$ cat config.mk
export PLATFORM = sky130hd
export DESIGN_NAME = sram_port_arbiter
export DESIGN_NICKNAME = d
export VERILOG_FILES = /design/src/rtl/sram_arb_pkg.sv /design/src/rtl/sram_port_arbiter_rr.sv /design/src/rtl/sram_port_arbiter.sv
export SDC_FILE = /design/constraint.sdc
export NUM_CORES = 1
export LEC_CHECK = 0
export BUFFER_PORTS_ARGS = -buffer_cell sky130_fd_sc_hd__buf_2
export CAP_MARGIN = 20
export CELL_PAD_IN_SITES_DETAIL_PLACEMENT = 2
export CELL_PAD_IN_SITES_GLOBAL_PLACEMENT = 2
export CORE_AREA = 4 4 201 203
export CTS_CLUSTER_DIAMETER = 40
export DETAILED_ROUTE_END_ITERATION = 16
export DIE_AREA = 0 0 205 207
export GPL_ROUTABILITY_DRIVEN = 0
export HOLD_SLACK_MARGIN = 0.03
export PLACE_DENSITY = 0.67
export SLEW_MARGIN = 10
export SYNTH_ARGS = -nofsm -noshare
export SYNTH_HDL_FRONTEND = slang
export SYNTH_SLANG_ARGS = --single-unit
$ cat constraint.sdc
create_clock -name clk -period 5.49 [get_ports clk]
set_input_delay 0.2745 -clock clk [delete_from_list [all_inputs] [get_ports clk]]
set_output_delay 0.2745 -clock clk [all_outputs]
set_load 0.05 [all_outputs]
$ cat src/rtl/sram_arb_pkg.sv
// Shared types and sizing constants for the SRAM port arbiter.
package sram_arb_pkg;

    typedef enum logic [1:0] {RUN, DRAIN, HALTED} arb_state_t;

    localparam int MAX_NREQ = 8;
    localparam int ID_W     = $clog2(MAX_NREQ);
    localparam int STALL_W  = 16;

endpackage

$ cat src/rtl/sram_port_arbiter_rr.sv
// Round-robin picker: first set request strictly after ptr_i (modulo NREQ) wins.
module rr_arbiter
    import sram_arb_pkg::*;
#(
    parameter int NREQ = 4
) (
    input  logic [NREQ-1:0] req_i,
    input  logic [ID_W-1:0] ptr_i,
    output logic [NREQ-1:0] gnt_o,
    output logic [ID_W-1:0] idx_o,
    output logic            any_o
);

    always_comb begin
        gnt_o = '0;
        idx_o = '0;
        any_o = 1'b0;
        // k walks the rotation order; only one i matches each k
        for (int k = 1; k <= NREQ; k++) begin
            for (int i = 0; i < NREQ; i++) begin
                if (!any_o && (i == (int'(ptr_i) + k) % NREQ) && req_i[i]) begin
                    any_o    = 1'b1;
                    idx_o    = ID_W'(i);
                    gnt_o[i] = 1'b1;
                end
            end
        end
    end

endmodule

$ cat src/rtl/sram_port_arbiter.sv
// Single-port SRAM arbiter: round-robin grant, registered issue, tagged read return, halt/drain.
// Optional SRAM_ARB_PERF_EN adds per-requester saturating stall counters (stall_cnt).
module sram_port_arbiter
    import sram_arb_pkg::*;
#(
    parameter int NREQ   = 4,
    parameter int ADDR_W = 10,
    parameter int DATA_W = 64,
    parameter int RD_LAT = 1
) (
    input  logic                     clk,
    input  logic                     n_rst,
    input  logic [NREQ-1:0]          req,
    input  logic [NREQ-1:0]          we,
    input  logic [NREQ*ADDR_W-1:0]   addr,
    input  logic [NREQ*DATA_W-1:0]   wdata,
    output logic [NREQ-1:0]          gnt,
    output logic [NREQ-1:0]          rvalid,
    output logic [DATA_W-1:0]        rdata,
    input  logic                     halt,
    output logic                     halt_ack,
    input  logic                     sram_busy,
    output logic                     sram_en,
    output logic                     sram_we,
    output logic [ADDR_W-1:0]        sram_addr,
    output logic [DATA_W-1:0]        sram_wdata,
    input  logic [DATA_W-1:0]        sram_rdata
`ifdef SRAM_ARB_PERF_EN
    ,
    output logic [NREQ*STALL_W-1:0]  stall_cnt
`endif
);

    arb_state_t        state_q;
    logic              halt_ack_q;
    logic [ID_W-1:0]   ptr_q;
    logic              sram_en_q;
    logic              sram_we_q;
    logic [ADDR_W-1:0] sram_addr_q;
    logic [DATA_W-1:0] sram_wdata_q;
    logic [ID_W-1:0]   issue_id_q;
    logic              tag_vld_q [RD_LAT];
    logic [ID_W-1:0]   tag_id_q  [RD_LAT];

    logic              grant_ok;
    logic [NREQ-1:0]   arb_req;
    logic [ID_W-1:0]   gnt_idx;
    logic              gnt_any;
    logic              sel_we;
    logic [ADDR_W-1:0] sel_addr;
    logic [DATA_W-1:0] sel_wdata;
    logic              rd_inflight;

    assign grant_ok = (state_q == RUN) && !halt && !sram_busy;
    assign arb_req  = req & {NREQ{grant_ok}};

    rr_arbiter #(.NREQ(NREQ)) u_rr (
        .req_i (arb_req),
        .ptr_i (ptr_q),
        .gnt_o (gnt),
        .idx_o (gnt_idx),
        .any_o (gnt_any)
    );

    always_comb begin
        sel_we    = 1'b0;
        sel_addr  = '0;
        sel_wdata = '0;
        for (int i = 0; i < NREQ; i++) begin
            if (gnt[i]) begin
                sel_we    = we[i];
                sel_addr  = addr[i*ADDR_W +: ADDR_W];
                sel_wdata = wdata[i*DATA_W +: DATA_W];
            end
        end
    end

    // The last tag stage is returning this cycle, so it no longer counts as in flight.
    always_comb begin
        rd_inflight = sram_en_q && !sram_we_q;
        for (int i = 0; i < RD_LAT - 1; i++) begin
            rd_inflight = rd_inflight || tag_vld_q[i];
        end
    end

    always_ff @(posedge clk or negedge n_rst) begin
        if (!n_rst) begin
            ptr_q        <= ID_W'(NREQ - 1);
            sram_en_q    <= 1'b0;
            sram_we_q    <= 1'b0;
            sram_addr_q  <= '0;
            sram_wdata_q <= '0;
            issue_id_q   <= '0;
            for (int i = 0; i < RD_LAT; i++) begin
                tag_vld_q[i] <= 1'b0;
                tag_id_q[i]  <= '0;
            end
        end else begin
            sram_en_q <= gnt_any;
            sram_we_q <= gnt_any && sel_we;
            if (gnt_any) begin
                ptr_q        <= gnt_idx;
                sram_addr_q  <= sel_addr;
                sram_wdata_q <= sel_wdata;
                issue_id_q   <= gnt_idx;
            end
            tag_vld_q[0] <= sram_en_q && !sram_we_q;
            tag_id_q[0]  <= issue_id_q;
            for (int i = 1; i < RD_LAT; i++) begin
                tag_vld_q[i] <= tag_vld_q[i-1];
                tag_id_q[i]  <= tag_id_q[i-1];
            end
        end
    end

    always_ff @(posedge clk or negedge n_rst) begin
        if (!n_rst) begin
            state_q    <= RUN;
            halt_ack_q <= 1'b0;
        end else begin
            case (state_q)
                RUN: begin
                    if (halt && rd_inflight) begin
                        state_q    <= DRAIN;
                        halt_ack_q <= 1'b0;
                    end else if (halt) begin
                        state_q    <= HALTED;
                        halt_ack_q <= 1'b1;
                    end
                end
                DRAIN: begin
                    if (!halt) begin
                        state_q    <= RUN;
                        halt_ack_q <= 1'b0;
                    end else if (!rd_inflight) begin
                        state_q    <= HALTED;
                        halt_ack_q <= 1'b1;
                    end
                end
                HALTED: begin
                    if (!halt) begin
                        state_q    <= RUN;
                        halt_ack_q <= 1'b0;
                    end
                end
                default: begin
                    state_q    <= RUN;
                    halt_ack_q <= 1'b0;
                end
            endcase
        end
    end

    always_comb begin
        rvalid = '0;
        for (int i = 0; i < NREQ; i++) begin
            rvalid[i] = tag_vld_q[RD_LAT-1] && (tag_id_q[RD_LAT-1] == ID_W'(i));
        end
    end

    assign rdata      = tag_vld_q[RD_LAT-1] ? sram_rdata : '0;
    assign halt_ack   = halt_ack_q;
    assign sram_en    = sram_en_q;
    assign sram_we    = sram_we_q;
    assign sram_addr  = sram_addr_q;
    assign sram_wdata = sram_wdata_q;

`ifdef SRAM_ARB_PERF_EN
    logic [STALL_W-1:0] stall_q [NREQ];

    always_ff @(posedge clk or negedge n_rst) begin
        if (!n_rst) begin
            for (int i = 0; i < NREQ; i++) begin
                stall_q[i] <= '0;
            end
        end else begin
            for (int i = 0; i < NREQ; i++) begin
                if (req[i] && !gnt[i] && (stall_q[i] != '1)) begin
                    stall_q[i] <= stall_q[i] + 1'b1;
                end
            end
        end
    end

    always_comb begin
        stall_cnt = '0;
        for (int i = 0; i < NREQ; i++) begin
            stall_cnt[i*STALL_W +: STALL_W] = stall_q[i];
        end
    end
`endif

endmodule
==> run metrics, run 1 <==
worst slew pin tran=1020 ps; Vias=7,707; outcome=completed; WP buf/inv=3; number of global-route vias before repair=~8,600; clock skew=10.3 ps; Max-Cap Viols=0; first-pass GRT wire length=54,700 um; drt pass-1 iters=4; crit path cell chain=nor4_4, buf_4, nand3_4, inv_2, buf_2; detailed placement HPWL=28,600 um; Worst-Skew Late Latency=350 ps; maximum VDD drop=135 uV; HP Class=primary input to flip-flop; Routed WL=37,300 um; min-delay src=wdata[250]; largest net degree at the start of global routing=84; register area share after synthesis=a little over a third; Top Ports=521; Top FF cell, synth=dfrtp_1; RSZ-0062 raised after global routing=no; CP Max Fanout=about 70; WP data arrival=2750 ps; Avg Cell Area, Syn=8.84 um^2; Post-Syn Instances=roughly 670; main combinational cell family by area after synthesis=compound AO/OA/AOI/OAI gates; complex-gate fraction of the synthesized area=33.8%; depth of the CTS H-tree=3; Yosys top cell area share=34.9%; pre-CTS setup slack=~2400 ps; initial antenna violation count=11; post_cts resized=0; Layout Nets=1,508; crit-path max cell delay=580 ps; cell taking the most area after synthesis=dfrtp_1; WL/cell=22.3 um; Crit Reg-Reg Startpoint=state_q[1]$_DFFE_PN0P_; Async S/R FF share, synth=100%; via/cell ratio=4.62; slew margin rel.=31.9%; number of flops mapped to enable cells by yosys=0; clock-pin slew on the worst setup and hold paths=approximately 70 ps; Area contributors post-synth=dfrtp_1 (35%), and2_1 (15%), a32oi_1 (11%); area grow syn2layout=57.7%; Clock Sinks=85; CTS Root Buffer Type=clkbuf_16; core area=38,500 um^2; Overflow after GRT=0; multiplexer area fraction after synthesis=0%; Die Height=roughly 210 um; post-synthesis adder-cell area fraction=0%; Crit Path Class=flip-flop to output port; most common library cells after synthesis=and2_1 (141), dfrtp_1 (83), nor2_1 (81); Setup TNS Final=0 ps; CTS buffer count=9; post-synthesis cell area=5950 um^2; Critical Path Sink Type=output port; fin crit share=55.2%; Slew Viols, Final=0; Mapped Nets=1,045; worst endpoint required time=between 5000 and 6000 ps; Leakage=roughly 4.3 nW; Site Rows=72; DRC Markers=0; final antenna-violating net count=0; most frequent cell after synthesis=and2_1; Die Area=42,400 um^2; CTS tree=yes; port bufs=520; startpoint types=flip-flop; Total GRT Usage=between 10% and 20%; Post-Synth Simple-Gate Area=23.9%; Crit path max-delay family=buffers and inverters; Crit-path slowest cell=buf_4; Final min period=3030 ps; Longest Clk Path Bufs=2; critical path startpoint=state_q[1]$_DFFE_PN0P_; flops & latches, synth=85; xor-xnor portion of the synthesized cell area=0%; Starting DRT DRC Count=338; Die W=just over 200 um; layout cells sized above 1=48.8%; Initial Util=15.5%; Cell variety after synth=42; setup ws final=roughly 2500 ps; Power Dens Cells=approximately 380 nW/um^2; Final Setup Violations=0; Max Fclk=330 MHz; Synthesis Warnings=0; endpoints failing hold=0
[layout by cell type (no fill, tap or decap), types with 3 or more instances in the layout]
master	n
and2_1	140
nand2b_1	14
buf_4	9
o31ai_1	11
clkbuf_16	9
nor2_1	81
o32ai_1	58
a21oi_1	7
a21boi_1	3
a21o_1	4
a211oi_1	72
dfrtp_1	83
bufinv_16	3
nand2_1	4
diode_2	10
o2bb2ai_1	4
a32oi_1	74
o221ai_1	3
buf_2	519
[worst paths after layout]
| check | endpoint | slack, ps | cells past startpoint |
|---|---|---|---|
| max | gnt[3] | 2460 | 5 |
| min | sram_wdata[58]$_DFFE_PN0P_ | 210 | 3 |
| max reg2reg | sram_wdata[47]$_DFFE_PN0P_ | 2470 | 6 |
| min reg2reg | tag_id_q[0]$_DFF_PN0_ | 390 | 0 |
| max in group asynchronous | sram_wdata[61]$_DFFE_PN0P_ | 3870 | 3 |
| min in group asynchronous | sram_addr[5]$_DFFE_PN0P_ | 470 | 2 |
[state kept, by name (all words and copies together) (netlist names)]
signal,flops
sram_wdata,64
sram_addr,10
issue_id_q,2
ptr_q,2
state_q,2
tag_id_q,2
sram_en,1
sram_we,1
tag_vld_q,1
[layer usage]
| metal | up-vias | wire length, um | GRT usage [%] |
|---|---|---|---|
| met2 | 347 | 19800 | 31.5 |
| met5 | - | 17 | 0 |
| met3 | 37 | 2750 | 4.38 |
| met1 | 3789 | 13700 | 17.9 |
| li1 | 3532 | - | - |
| met4 | 2 | 996 | 5.80 |
[layout make-up]
cell class | instances | area, um^2
Clock inverter | 4 | 97.6
Antenna cell | 10 | 25.0
Timing Repair Buffer | 532 | 2740
Clock buffer | 12 | 246
Fill cell | 4575 | 29100
Tap cell | 518 | 648
Inverter | 4 | 15.0
Sequential cell | 85 | 2130
Multi-Input combinational cell | 504 | 3480
[report_power, final]
group	internal (W)	switching (W)	total (W)
Sequential	0.000849	0.000135	0.000984
Combinational	0.000452	0.00137	0.00182
Clock	0.000459	0.000281	0.000740
Total	0.00176	0.00178	0.00354
[cells by family (layout without fill, tap and decap cells)]
kind of cell / count (synthesis) / in the layout
other: 0 / 10
flip-flops: 85 / 85
AND/OR/NAND/NOR: 258 / 258
AO/OA/AOI/OAI: 246 / 246
buffers and inverters: 84 / 552
[per-stage QoR]
stage	util, %	hold WS [ps]	total power [W]	std cells	area [um^2]
after floorplan	-	-21.1	0.00221	673	5950
after global placement	23.4	316	0.00280	1641	8980
after detailed placement	23.4	322	0.00284	1642	9010
after CTS	24.3	178	0.00361	1659	9360
after global routing	24.4	193	0.00375	1668	9390
final	24.4	206	0.00354	1669	9390
[repair_timing]
action | in CTS | in global routing
setup buffers | 0 | 0
hold endpoints to repair | 40 | 0
hold buffers | 1 | 0
[worst reg2reg max path, delay by kind of cell, from the launching register on]
| kind | cells | cell delay (ps) |
|---|---|---|
| AOI/OAI and AO/OA | 3 | 950 |
| buffers and inverters | 2 | 1060 |
| DFF | 1 | 450 |
| and+or+nand+nor | 1 | 410 |
(Power assumes the default switching activity.)
==> run 2, diff against run 1 <==
ABC_AREA = 1   (was unset)
CORE_AREA = unset   (was 4 4 201 203)
CORE_MARGIN = 4   (was unset)
CORE_UTILIZATION = 16   (was unset)
DIE_AREA = unset   (was 0 0 205 207)
PLACE_DENSITY = 0.77   (was 0.67)
clock period = 2.48 ns   (was 5.49 ns; I/O delays follow)
==> run metrics, run 2 <==
detailed placement HPWL=31,800 um; CTS buffer count=9; Critical Path Sink Type=output port; maximum VDD drop=roughly 370 uV; first-pass GRT wire length=64,900 um; Power Dens Cells=1090 nW/um^2; Clock Sinks=85; r2r setup slk=-420 ps; pre-CTS setup slack=-239 ps; failing checks=negative setup slack; Fin Hold WS=57.8 ps; crit-path max cell delay=~580 ps; Yosys top cell area share=33.7%; HP Class=primary input to flip-flop; flops & latches, synth=85; RR Endpoint=sram_wdata[63]$_DFFE_PN0P_; crit path cell chain=buf_4, nor2_4, nand2_2, nand2_2, nor2_4, nand4_1, nor2_2, nand2_4, inv_4, nand3_1, nand2_2, inv_8, nand2_8, buf_12; register area share after synthesis=34.5%; WL/cell=about 25 um; Crit path top cell by count=nand2_2; CTS tree=yes; largest net degree at the start of global routing=43; slew margin rel.=68.7%; fin util=a little over a third; Final min period=slightly below 3000 ps; Worst Hold Path EP=sram_addr[4]$_DFFE_PN0P_; Worst-Skew Late Latency=roughly 370 ps; Longest Clk Path Bufs=2; layout cells sized above 1=a little under three fifths; Cell variety after synth=31; cell taking the most area after synthesis=dfrtp_1; DRC Markers=0; via/cell ratio=4.57; setup ws final=-429 ps; Post-Syn Instances=980; drt pass-1 iters=5; Max-Cap Viols=0; fin crit share=117%; commonest non-fill, non-tap cell in the layout=buf_2; most frequent cell after synthesis=nand2_1; endpoints failing hold=0; Initial Util=16.3%; depth of the CTS H-tree=3; clock skew=10.1 ps; clock-pin slew on the worst setup and hold paths=~70 ps; RSZ-0062 raised after global routing=yes; number of global-route vias before repair=10,671; initial antenna violation count=5; Async S/R FF share, synth=100%; startpoint types=flip-flop; final antenna-violating net count=0; Layout Nets=around 2,000; Crit-path slowest cell=dfstp_2; Max Fclk=344 MHz; Slew Viols, Final=0; Vias=9,942; most frequent cells in the layout=buf_2 (515), nand2_1 (338), inv_1 (84); Starting DRT DRC Count=approximately 400; WP data arrival=about 2800 ps; Leakage=7.67 nW; Crit Path Class=flip-flop to output port; Mapped Nets=1,352; Site Rows=71; CP Max Fanout=9; Avg Cell Area, Syn=6.29 um^2; max FFs per register=64; Die Area=41,800 um^2; Overflow after GRT=0; Hold Crit Depth=5; fillcell total=4,412; Synthesis Warnings=0; CTS Root Buffer Type=clkbuf_16; port bufs=520; Total GRT Usage=approximately a fifth; power consumption=0.0146 W; Final Setup Violations=84; Area contributors post-synth=dfrtp_1 (34%), nand2_1 (28%), a21boi_0 (8.9%); post-synthesis cell area=6170 um^2; min-delay src=addr[14]; Die Height=204 um; outcome=complete, but fails checks; worst slew pin tran=470 ps; Worst R2R Path Depth=16; Top FF cell, synth=dfrtp_1; Crit Reg-Reg Startpoint=ptr_q[1]$_DFFE_PN1P_; Routed WL=between 50,000 and 60,000 um; Setup TNS Final=-23,540 ps; most common library cells after synthesis=nand2_1 (460), inv_1 (88), nor2_1 (87); core area=37,800 um^2; number of flops mapped to enable cells by yosys=0; Top Ports=about 520; worst endpoint required time=~2400 ps; area grow syn2layout=116%; Die W=204 um
## run 2: final cells by class
cell class                 instances  area [um^2]  area share, %
timing repair inverter             1         16.3          0.122
clock buffer                      10          229           1.72
sequential                        85         2130           16.0
clock inverter                     6         71.3          0.536
tap                              511          639           4.80
antenna                            3         7.51         0.0564
multi-input combinational        749         4560           34.3
inverter                          91          388           2.91
timing repair buffer             720         5270           39.6
## run 2: kinds of logic after synthesis
| logic type | Yosys count | share of synthesized area [%] |
|---|---|---|
| flops | 85 | 34.5 |
| compound gates | 83 | 10.4 |
| simple gates | 666 | 44.5 |
| buf+inv | 146 | 10.6 |
## run 2: worst max-delay path by stage
stage / startpoint / endpoint / slack [ps] / cells after the start
after floorplan: state_q[1]$_DFFE_PN0P_ / sram_wdata[49]$_DFFE_PN0P_ / 20 / 14
after global routing: ptr_q[1]$_DFFE_PN1P_ / gnt[2] / -570 / 14
after detailed placement: ptr_q[0]$_DFFE_PN1P_ / sram_wdata[49]$_DFFE_PN0P_ / -240 / 14
final: ptr_q[1]$_DFFE_PN1P_ / gnt[2] / -430 / 14
after CTS: ptr_q[1]$_DFFE_PN1P_ / gnt[1] / -260 / 12
after global placement: ptr_q[0]$_DFFE_PN1P_ / sram_wdata[49]$_DFFE_PN0P_ / -50 / 14
## run 2: worst max-delay path, delay by kind of cell, from the launching register on
kind	cells	cell delay [ps]
buf+inv	4	450
flops	1	580
simple gates	10	1370
## run 2: routing by layer
metal	part of all wire (%)	vias to the layer above	global-route usage (%)	wire length [um]
met2	53	504	38.6	28600
met1	37	4897	22.2	20200
met5	0.050	-	0	27
met4	3.5	4	7.04	1870
li1	-	4407	-	-
met3	6.2	130	4.51	3360
## run 2: repair_timing
item / in CTS / in global routing
resized for setup: 100 / 378
buffers inserted: 32 / 20
hold buffers: 73 / 0
hold endpoints to repair: 126 / 0
setup endpoints to repair: 79 / 83
pin swaps: 20 / 82
gates cloned: 7 / 25
## run 2: power breakdown
| group | switching, W | total [W] | internal, W |
|---|---|---|---|
| sequential | 0.000660 | 0.00273 | 0.00207 |
| clock | 0.000699 | 0.00149 | 0.000792 |
| combinational | 0.00693 | 0.0103 | 0.00342 |
## run 2: metrics by stage
step	instances	area (um^2)
floorplan	980	6170
global placement	2003	9660
detailed placement	2003	9660
CTS	2130	11400
global route	2175	13300
finish	2176	13300
